$ cat src/rtl/axi_lite_pkg.sv
`default_nettype none
// ============================================================================
//  Module      : axi_lite_pkg
//  Description : Shared widths, response codes and FSM/owner encodings for
//                the fetch/lsu AXI-lite merge arbiter.
//  Revision    : 1.0 - initial release
// ============================================================================
package axi_lite_pkg;

    localparam int C_ADDR_W = 32;
    localparam int C_DATA_W = 32;

    localparam logic [1:0] RESP_OKAY   = 2'b00;
    localparam logic [1:0] RESP_SLVERR = 2'b10;

    typedef enum logic [2:0] {
        IDLE   = 3'd0,
        RD_AR  = 3'd1,
        RD_R   = 3'd2,
        WR_AWW = 3'd3,
        WR_B   = 3'd4
    } state_e;

    typedef enum logic {
        FETCH = 1'b0,
        LSU   = 1'b1
    } owner_e;

endpackage
`default_nettype wire

$ cat src/rtl/axi_lite_arbiter_rr_arb2.sv
`default_nettype none
// ============================================================================
//  Module      : rr_arb2
//  Description : Two-request round-robin picker. Bit 0 is fetch, bit 1 is
//                lsu. On a tie the port that was not granted last wins.
//  Revision    : 1.0 - initial release
// ============================================================================
module rr_arb2 (
    input  logic [1:0] i_req,
    input  logic       i_last,   // 1: lsu was granted last, 0: fetch was
    output logic [1:0] o_gnt
);

    // One-hot grant; the tie case favours the port that waited.
    always_comb begin
        o_gnt = 2'b00;
        case (i_req)
            2'b01:   o_gnt = 2'b01;
            2'b10:   o_gnt = 2'b10;
            2'b11:   o_gnt = i_last ? 2'b01 : 2'b10;
            default: o_gnt = 2'b00;
        endcase
    end

endmodule
`default_nettype wire

$ cat src/rtl/axi_lite_arbiter.sv
`default_nettype none
// ============================================================================
//  Module      : axi_lite_arbiter
//  Description : Merges the fetch (read-only) and lsu (read/write) AXI-lite
//                initiators onto one downstream port. Exactly one transaction
//                is in flight; reads are round-robin, a pending lsu write
//                always wins. Payload is combinational pass-through.
//  Revision    : 1.0 - initial release
// ============================================================================
module axi_lite_arbiter
    import axi_lite_pkg::*;
#(
    parameter int ADDR_W = C_ADDR_W,
    parameter int DATA_W = C_DATA_W
) (
    input  logic                  clk,
    input  logic                  rst,
    // fetch responder
    input  logic [ADDR_W-1:0]     f_araddr,
    input  logic                  f_arvalid,
    output logic                  f_arready,
    output logic [DATA_W-1:0]     f_rdata,
    output logic [1:0]            f_rresp,
    output logic                  f_rvalid,
    input  logic                  f_rready,
    // lsu responder
    input  logic [ADDR_W-1:0]     l_araddr,
    input  logic                  l_arvalid,
    output logic                  l_arready,
    output logic [DATA_W-1:0]     l_rdata,
    output logic [1:0]            l_rresp,
    output logic                  l_rvalid,
    input  logic                  l_rready,
    input  logic [ADDR_W-1:0]     l_awaddr,
    input  logic                  l_awvalid,
    output logic                  l_awready,
    input  logic [DATA_W-1:0]     l_wdata,
    input  logic [DATA_W/8-1:0]   l_wstrb,
    input  logic                  l_wvalid,
    output logic                  l_wready,
    output logic [1:0]            l_bresp,
    output logic                  l_bvalid,
    input  logic                  l_bready,
    // downstream initiator
    output logic [ADDR_W-1:0]     m_araddr,
    output logic                  m_arvalid,
    input  logic                  m_arready,
    input  logic [DATA_W-1:0]     m_rdata,
    input  logic [1:0]            m_rresp,
    input  logic                  m_rvalid,
    output logic                  m_rready,
    output logic [ADDR_W-1:0]     m_awaddr,
    output logic                  m_awvalid,
    input  logic                  m_awready,
    output logic [DATA_W-1:0]     m_wdata,
    output logic [DATA_W/8-1:0]   m_wstrb,
    output logic                  m_wvalid,
    input  logic                  m_wready,
    input  logic [1:0]            m_bresp,
    input  logic                  m_bvalid,
    output logic                  m_bready
);

    state_e     r_state;
    state_e     w_state_nxt;
    owner_e     r_own;
    owner_e     w_own_nxt;
    owner_e     r_rr_last;
    owner_e     w_rr_last_nxt;
    logic       r_aw_done;
    logic       w_aw_done_nxt;
    logic       r_w_done;
    logic       w_w_done_nxt;

    logic [1:0] w_gnt;
    logic       w_own_lsu;
    logic       w_ar_hs;
    logic       w_r_hs;
    logic       w_aw_hs;
    logic       w_w_hs;
    logic       w_b_hs;

    assign w_own_lsu = (r_own == LSU);

    assign w_ar_hs = m_arvalid & m_arready;
    assign w_r_hs  = m_rvalid  & m_rready;
    assign w_aw_hs = m_awvalid & m_awready;
    assign w_w_hs  = m_wvalid  & m_wready;
    assign w_b_hs  = m_bvalid  & m_bready;

    rr_arb2 u_rr_arb2 (
        .i_req  ({l_arvalid, f_arvalid}),
        .i_last (r_rr_last == LSU),
        .o_gnt  (w_gnt)
    );

    // Payload paths: no registers, only the owner select on the AR address.
    assign m_araddr = w_own_lsu ? l_araddr : f_araddr;
    assign m_awaddr = l_awaddr;
    assign m_wdata  = l_wdata;
    assign m_wstrb  = l_wstrb;
    assign f_rdata  = m_rdata;
    assign f_rresp  = m_rresp;
    assign l_rdata  = m_rdata;
    assign l_rresp  = m_rresp;
    assign l_bresp  = m_bresp;

    // Valid/ready routing: only the owner sees the downstream channel, and
    // a write channel that already completed its beat is closed off.
    always_comb begin
        m_arvalid = 1'b0;
        f_arready = 1'b0;
        l_arready = 1'b0;
        m_rready  = 1'b0;
        f_rvalid  = 1'b0;
        l_rvalid  = 1'b0;
        m_awvalid = 1'b0;
        l_awready = 1'b0;
        m_wvalid  = 1'b0;
        l_wready  = 1'b0;
        m_bready  = 1'b0;
        l_bvalid  = 1'b0;
        case (r_state)
            RD_AR: begin
                m_arvalid = w_own_lsu ? l_arvalid : f_arvalid;
                f_arready = ~w_own_lsu & m_arready;
                l_arready =  w_own_lsu & m_arready;
            end
            RD_R: begin
                m_rready  = w_own_lsu ? l_rready : f_rready;
                f_rvalid  = ~w_own_lsu & m_rvalid;
                l_rvalid  =  w_own_lsu & m_rvalid;
            end
            WR_AWW: begin
                m_awvalid = ~r_aw_done & l_awvalid;
                l_awready = ~r_aw_done & m_awready;
                m_wvalid  = ~r_w_done  & l_wvalid;
                l_wready  = ~r_w_done  & m_wready;
            end
            WR_B: begin
                m_bready  = l_bready;
                l_bvalid  = m_bvalid;
            end
            default: ;
        endcase
    end

    // Next-state: grant in IDLE, advance on each channel handshake.
    always_comb begin
        w_state_nxt   = r_state;
        w_own_nxt     = r_own;
        w_rr_last_nxt = r_rr_last;
        w_aw_done_nxt = r_aw_done;
        w_w_done_nxt  = r_w_done;
        case (r_state)
            IDLE: begin
                if (l_awvalid) begin
                    w_own_nxt   = LSU;
                    w_state_nxt = WR_AWW;
                end else if (|w_gnt) begin
                    w_own_nxt   = w_gnt[1] ? LSU : FETCH;
                    w_state_nxt = RD_AR;
                end
            end
            RD_AR: begin
                if (w_ar_hs) begin
                    w_state_nxt   = RD_R;
                    w_rr_last_nxt = r_own;
                end
            end
            RD_R: begin
                if (w_r_hs) begin
                    w_state_nxt = IDLE;
                end
            end
            WR_AWW: begin
                if (w_aw_hs) begin
                    w_aw_done_nxt = 1'b1;
                end
                if (w_w_hs) begin
                    w_w_done_nxt = 1'b1;
                end
                if ((r_aw_done | w_aw_hs) & (r_w_done | w_w_hs)) begin
                    w_state_nxt = WR_B;
                end
            end
            WR_B: begin
                if (w_b_hs) begin
                    w_state_nxt   = IDLE;
                    w_aw_done_nxt = 1'b0;
                    w_w_done_nxt  = 1'b0;
                    w_rr_last_nxt = LSU;
                end
            end
            default: begin
                w_state_nxt = IDLE;
            end
        endcase
    end

    // State registers; reset makes fetch win the first read tie.
    always_ff @(posedge clk) begin
        if (rst) begin
            r_state   <= IDLE;
            r_own     <= FETCH;
            r_rr_last <= LSU;
            r_aw_done <= 1'b0;
            r_w_done  <= 1'b0;
        end else begin
            r_state   <= w_state_nxt;
            r_own     <= w_own_nxt;
            r_rr_last <= w_rr_last_nxt;
            r_aw_done <= w_aw_done_nxt;
            r_w_done  <= w_w_done_nxt;
        end
    end

endmodule
`default_nettype wire

$ cat config.mk
export PLATFORM = sky130hd
export DESIGN_NAME = axi_lite_arbiter
export DESIGN_NICKNAME = d
export VERILOG_FILES = /design/src/rtl/axi_lite_pkg.sv /design/src/rtl/axi_lite_arbiter_rr_arb2.sv /design/src/rtl/axi_lite_arbiter.sv
export SDC_FILE = /design/constraint.sdc
export NUM_CORES = 1
export LEC_CHECK = 0
export BUFFER_PORTS_ARGS = -buffer_cell sky130_fd_sc_hd__clkbuf_2
export CAP_MARGIN = 20
export CORE_AREA = 2 2 140 142
export DETAILED_ROUTE_END_ITERATION = 7
export DIE_AREA = 0 0 142 144
export PLACE_DENSITY = 0.4
export RECOVER_POWER = 100
export SKIP_CTS_REPAIR_TIMING = 1
export SLEW_MARGIN = 20
export SYNTH_ARGS = -nofsm -noshare
export SYNTH_HDL_FRONTEND = slang
export SYNTH_HIERARCHICAL = 1
export SYNTH_SLANG_ARGS = --single-unit
$ cat constraint.sdc
create_clock -name clk -period 3.4 [get_ports clk]
set_input_delay 0.68 -clock clk [delete_from_list [all_inputs] [get_ports clk]]
set_output_delay 0.68 -clock clk [all_outputs]
set_load 0.01 [all_outputs]
==> key figures <==
Outcome
  • Status: finished clean

Clock tree
  • Clk sinks: 7
  • Skew-Pair Late Insertion Delay: between 200 and 250 ps
  • Worst-path clk slew: ~40 ps
  • Root buffer cell: clkbuf_16
  • H-tree depth: 1
  • CTS tree: yes
  • Total CTS buffers: 3
  • Clock Path Buffers: 2

Logic synthesis
  • Seq cells post-synth: 7
  • YS warnings: 6
  • Cell variety after synth: 35
  • Synthesized instance count: 247
  • Syn Area/Cell: ~8.0 um^2
  • Register area share after synthesis: about 7.1%
  • Cell area after synthesis: between 1500 and 2000 um^2
  • Post-synthesis net count: between 400 and 500

Job
  • Max_cap viols: 0

Power and ir drop
  • Total Power: about 0.62 mW
  • LEAKAGE: between 0.7 and 0.8 nW
  • PwrDens: about 340 nW/um^2
  • Worst VDD drop: 89.72 uV

Critical path
  • Reg2reg path depth: 4
  • CP Depth: 4
  • Worst setup path start: r_own$_SDFFE_PP0P_
  • Worst R2R Start: r_own$_SDFFE_PP0P_
  • Setup crit end kind: output port
  • Crit-path leading delay family: flip-flops
  • Worst Setup EP: m_rready
  • Critical path arrival: 2080 ps
  • Kind of critical path: reg2out
  • CP cell instances: buf_4 > mux2i_1 > nor4b_1 > clkbuf_1
  • Slowest cell on the critical path: dfxtp_1
  • Crit-path max cell delay: 740 ps
  • Worst reg2reg path endpoint: r_rr_last$_SDFFE_PP1P_
  • Worst path buffer plus inverter count: 2
  • CP required: 2720 ps
  • Reg2Reg Setup Slack: 1260 ps
  • Worst setup SP type: flop
  • CP Max Fanout: 25

GRT
  • Total grt overflow: 0
  • Initial antenna violation count: 0
  • GRT Max-Usage Layer: met2
  • Grt met2 use: under 10%
  • Largest net degree at the start of global routing: 26
  • Met3 usage: 1.358%
  • Met1 track demand over resource: 5.768%
  • Vias in the first global route: about 1,400
  • Overall routing resource usage: 5.196%
  • First-pass GRT wire length: about 8.1 mm

Routing
  • DRT iter0 DRCs: 56
  • Via/cell ratio: 2.968
  • Total number of vias: between 1,000 and 1,500
  • DRT Pass-1 Iters: 4
  • Post-DRT Antenna Nets: 0
  • Drt drc: 0
  • Wire per inst: about 12 um
  • DRT Wirelength: about 5.8 mm

Timing
  • Fin Hold WS: between 500 and 600 ps
  • Fmax: 0.3625 GHz
  • Worst Tran Pin Value: between 600 and 700 ps
  • Final setup violation count: 0
  • Final worst slack: ~640 ps
  • Crit share post-route: between 80 and 90%
  • Sum Neg Setup Slack: 0 ps
  • Max Slew Vio Count: 0
  • Worst clock skew: roughly 4.4 ps
  • RSZ-0062 raised after global routing: false
  • Slew headroom: a little under three fifths
  • Tmin final: roughly 2800 ps
  • Final Hold Fails: 0

Die
  • Initial Util: roughly 10%
  • Total core area: between 15,000 and 20,000 um^2
  • Rows: 51
  • Die Span Y: roughly 140 um
  • Chip Width: around 140 um
  • DIE AREA: 20,450 um^2
  • IO Count: about 360

Hold path
  • Hold Path Class: reg2reg

Placed design
  • Area after DPL: between 1500 and 2000 um^2
  • Number of port buffers: roughly 120
  • Pre-CTS worst setup slack: 1119 ps
  • Placed Cells: around 460
  • Hpwl dp: ~5.1 mm
  • GPL Wtd Cong: 0.7153

Final layout
  • Final std cells w/o fill: roughly 470
  • Synth-to-Final Area Change: -6.688%
  • Fillers: about 2,200
  • Final Util: slightly below 10%
  • Nets@finish: around 410
  • Final Cell Area: about 1800 um^2
  • ANT cells: 0
  • Share of layout cells above drive strength 1: about 45%
worst register-to-register path, stage by stage (launching register included):
cell	delay (ps)
dfxtp_1	740
mux2_1	460
a211oi_1	400
a21oi_1	90
a221o_1	330
layout by cell type, fill, tap and decap left out:
cell type and count:
o21a_1 2, o21ai_0 1, clkinv_2 1, and3b_1 1, inv_1 2, o221ai_1 1
o22ai_1 1, a21boi_1 1, dfxtp_1 7, nand2_1 10, a21boi_0 1, a31oi_1 1
clkbuf_2 82, a21oi_1 5, buf_4 1, nor3b_1 6, nor4b_1 2, clkbuf_16 3
and3_1 1, a211o_1 1, nor3_1 4, mux2i_1 1, and2_0 3, nor2_1 5
a21o_1 1, mux2_2 16, nor2b_1 3, or3_1 1, a221o_1 2, nor4_1 1
a211oi_1 2, clkbuf_1 40, mux2_1 17, a32oi_1 1, nand2b_1 2
routing by layer:
metal / wire (um) / up-vias
met2: 2777 / 98
met4: 327 / 0
met5: 0 / -
li1: - / 650
met3: 510 / 40
met1: 2199 / 598
cell families after synthesis:
logic type,share of synthesized area [%]
flops,7.134
simple gates,11.02
compound gates,7.453
mux,19.62
buf+inv,54.78
worst min path at each step:
stage | startpoint | endpoint | slack [ps] | cells after the start
CTS | r_w_done$_SDFFE_PP0P_ | r_w_done$_SDFFE_PP0P_ | 530 | 1
global placement | r_w_done$_SDFFE_PP0P_ | r_w_done$_SDFFE_PP0P_ | 520 | 1
floorplan | r_rr_last$_SDFFE_PP1P_ | r_rr_last$_SDFFE_PP1P_ | 470 | 1
detailed placement | r_rr_last$_SDFFE_PP1P_ | r_rr_last$_SDFFE_PP1P_ | 520 | 1
global route | r_w_done$_SDFFE_PP0P_ | r_w_done$_SDFFE_PP0P_ | 560 | 1
finish | r_w_done$_SDFFE_PP0P_ | r_w_done$_SDFFE_PP0P_ | 520 | 1
registers in the layout, summed over array words and instances, names as in the netlist:
| name | count |
|---|---|
| r_aw_done | 1 |
| r_w_done | 1 |
| r_state | 3 |
| r_own | 1 |
| r_rr_last | 1 |
Yosys cell counts, drive strengths merged:
master / n / area [um^2]
a211o: 1 / 8.760
a211oi: 2 / 20.02
a21boi: 2 / 15.02
a21o: 1 / 7.510
a21oi: 5 / 25.02
a221o: 2 / 20.02
a31oi: 1 / 6.260
a32oi: 1 / 8.760
and2: 3 / 18.77
and3: 1 / 6.260
and3b: 1 / 8.760
buf: 143 / 1061
clkbuf: 2 / 7.510
dfxtp: 7 / 140.1
inv: 2 / 7.510
mux2: 33 / 375.4
mux2i: 1 / 10.01
nand2: 10 / 37.54
nand2b: 2 / 12.51
nor2: 5 / 18.77
nor2b: 3 / 18.77
nor3: 4 / 20.02
nor3b: 6 / 45.04
nor4: 1 / 6.260
nor4b: 2 / 17.52
o21a: 2 / 15.01
o21ai: 1 / 5.000
o221ai: 1 / 8.760
o22ai: 1 / 6.260
or3: 1 / 6.260
where the power goes:
group / internal, mW / total (mW) / leakage (nW) / switching (mW)
clock network: 0.154 / 0.201 / 0.0409 / 0.0470
logic: 0.144 / 0.292 / 0.654 / 0.149
registers: 0.0918 / 0.125 / 0.0574 / 0.0328
final cells by class:
class / instances / area, um^2 / share of cell area, %
Sequential cell: 7 / 140.1 / 7.645
Clock buffer: 3 / 75.07 / 4.096
Tap cell: 238 / 297.8 / 16.25
Clock inverter: 1 / 5.005 / 0.2730
Multi-Input combinational cell: 93 / 739.5 / 40.34
Inverter: 2 / 7.507 / 0.4096
Timing Repair Buffer: 123 / 568.0 / 30.99
Power figures use the tool's default switching activity.
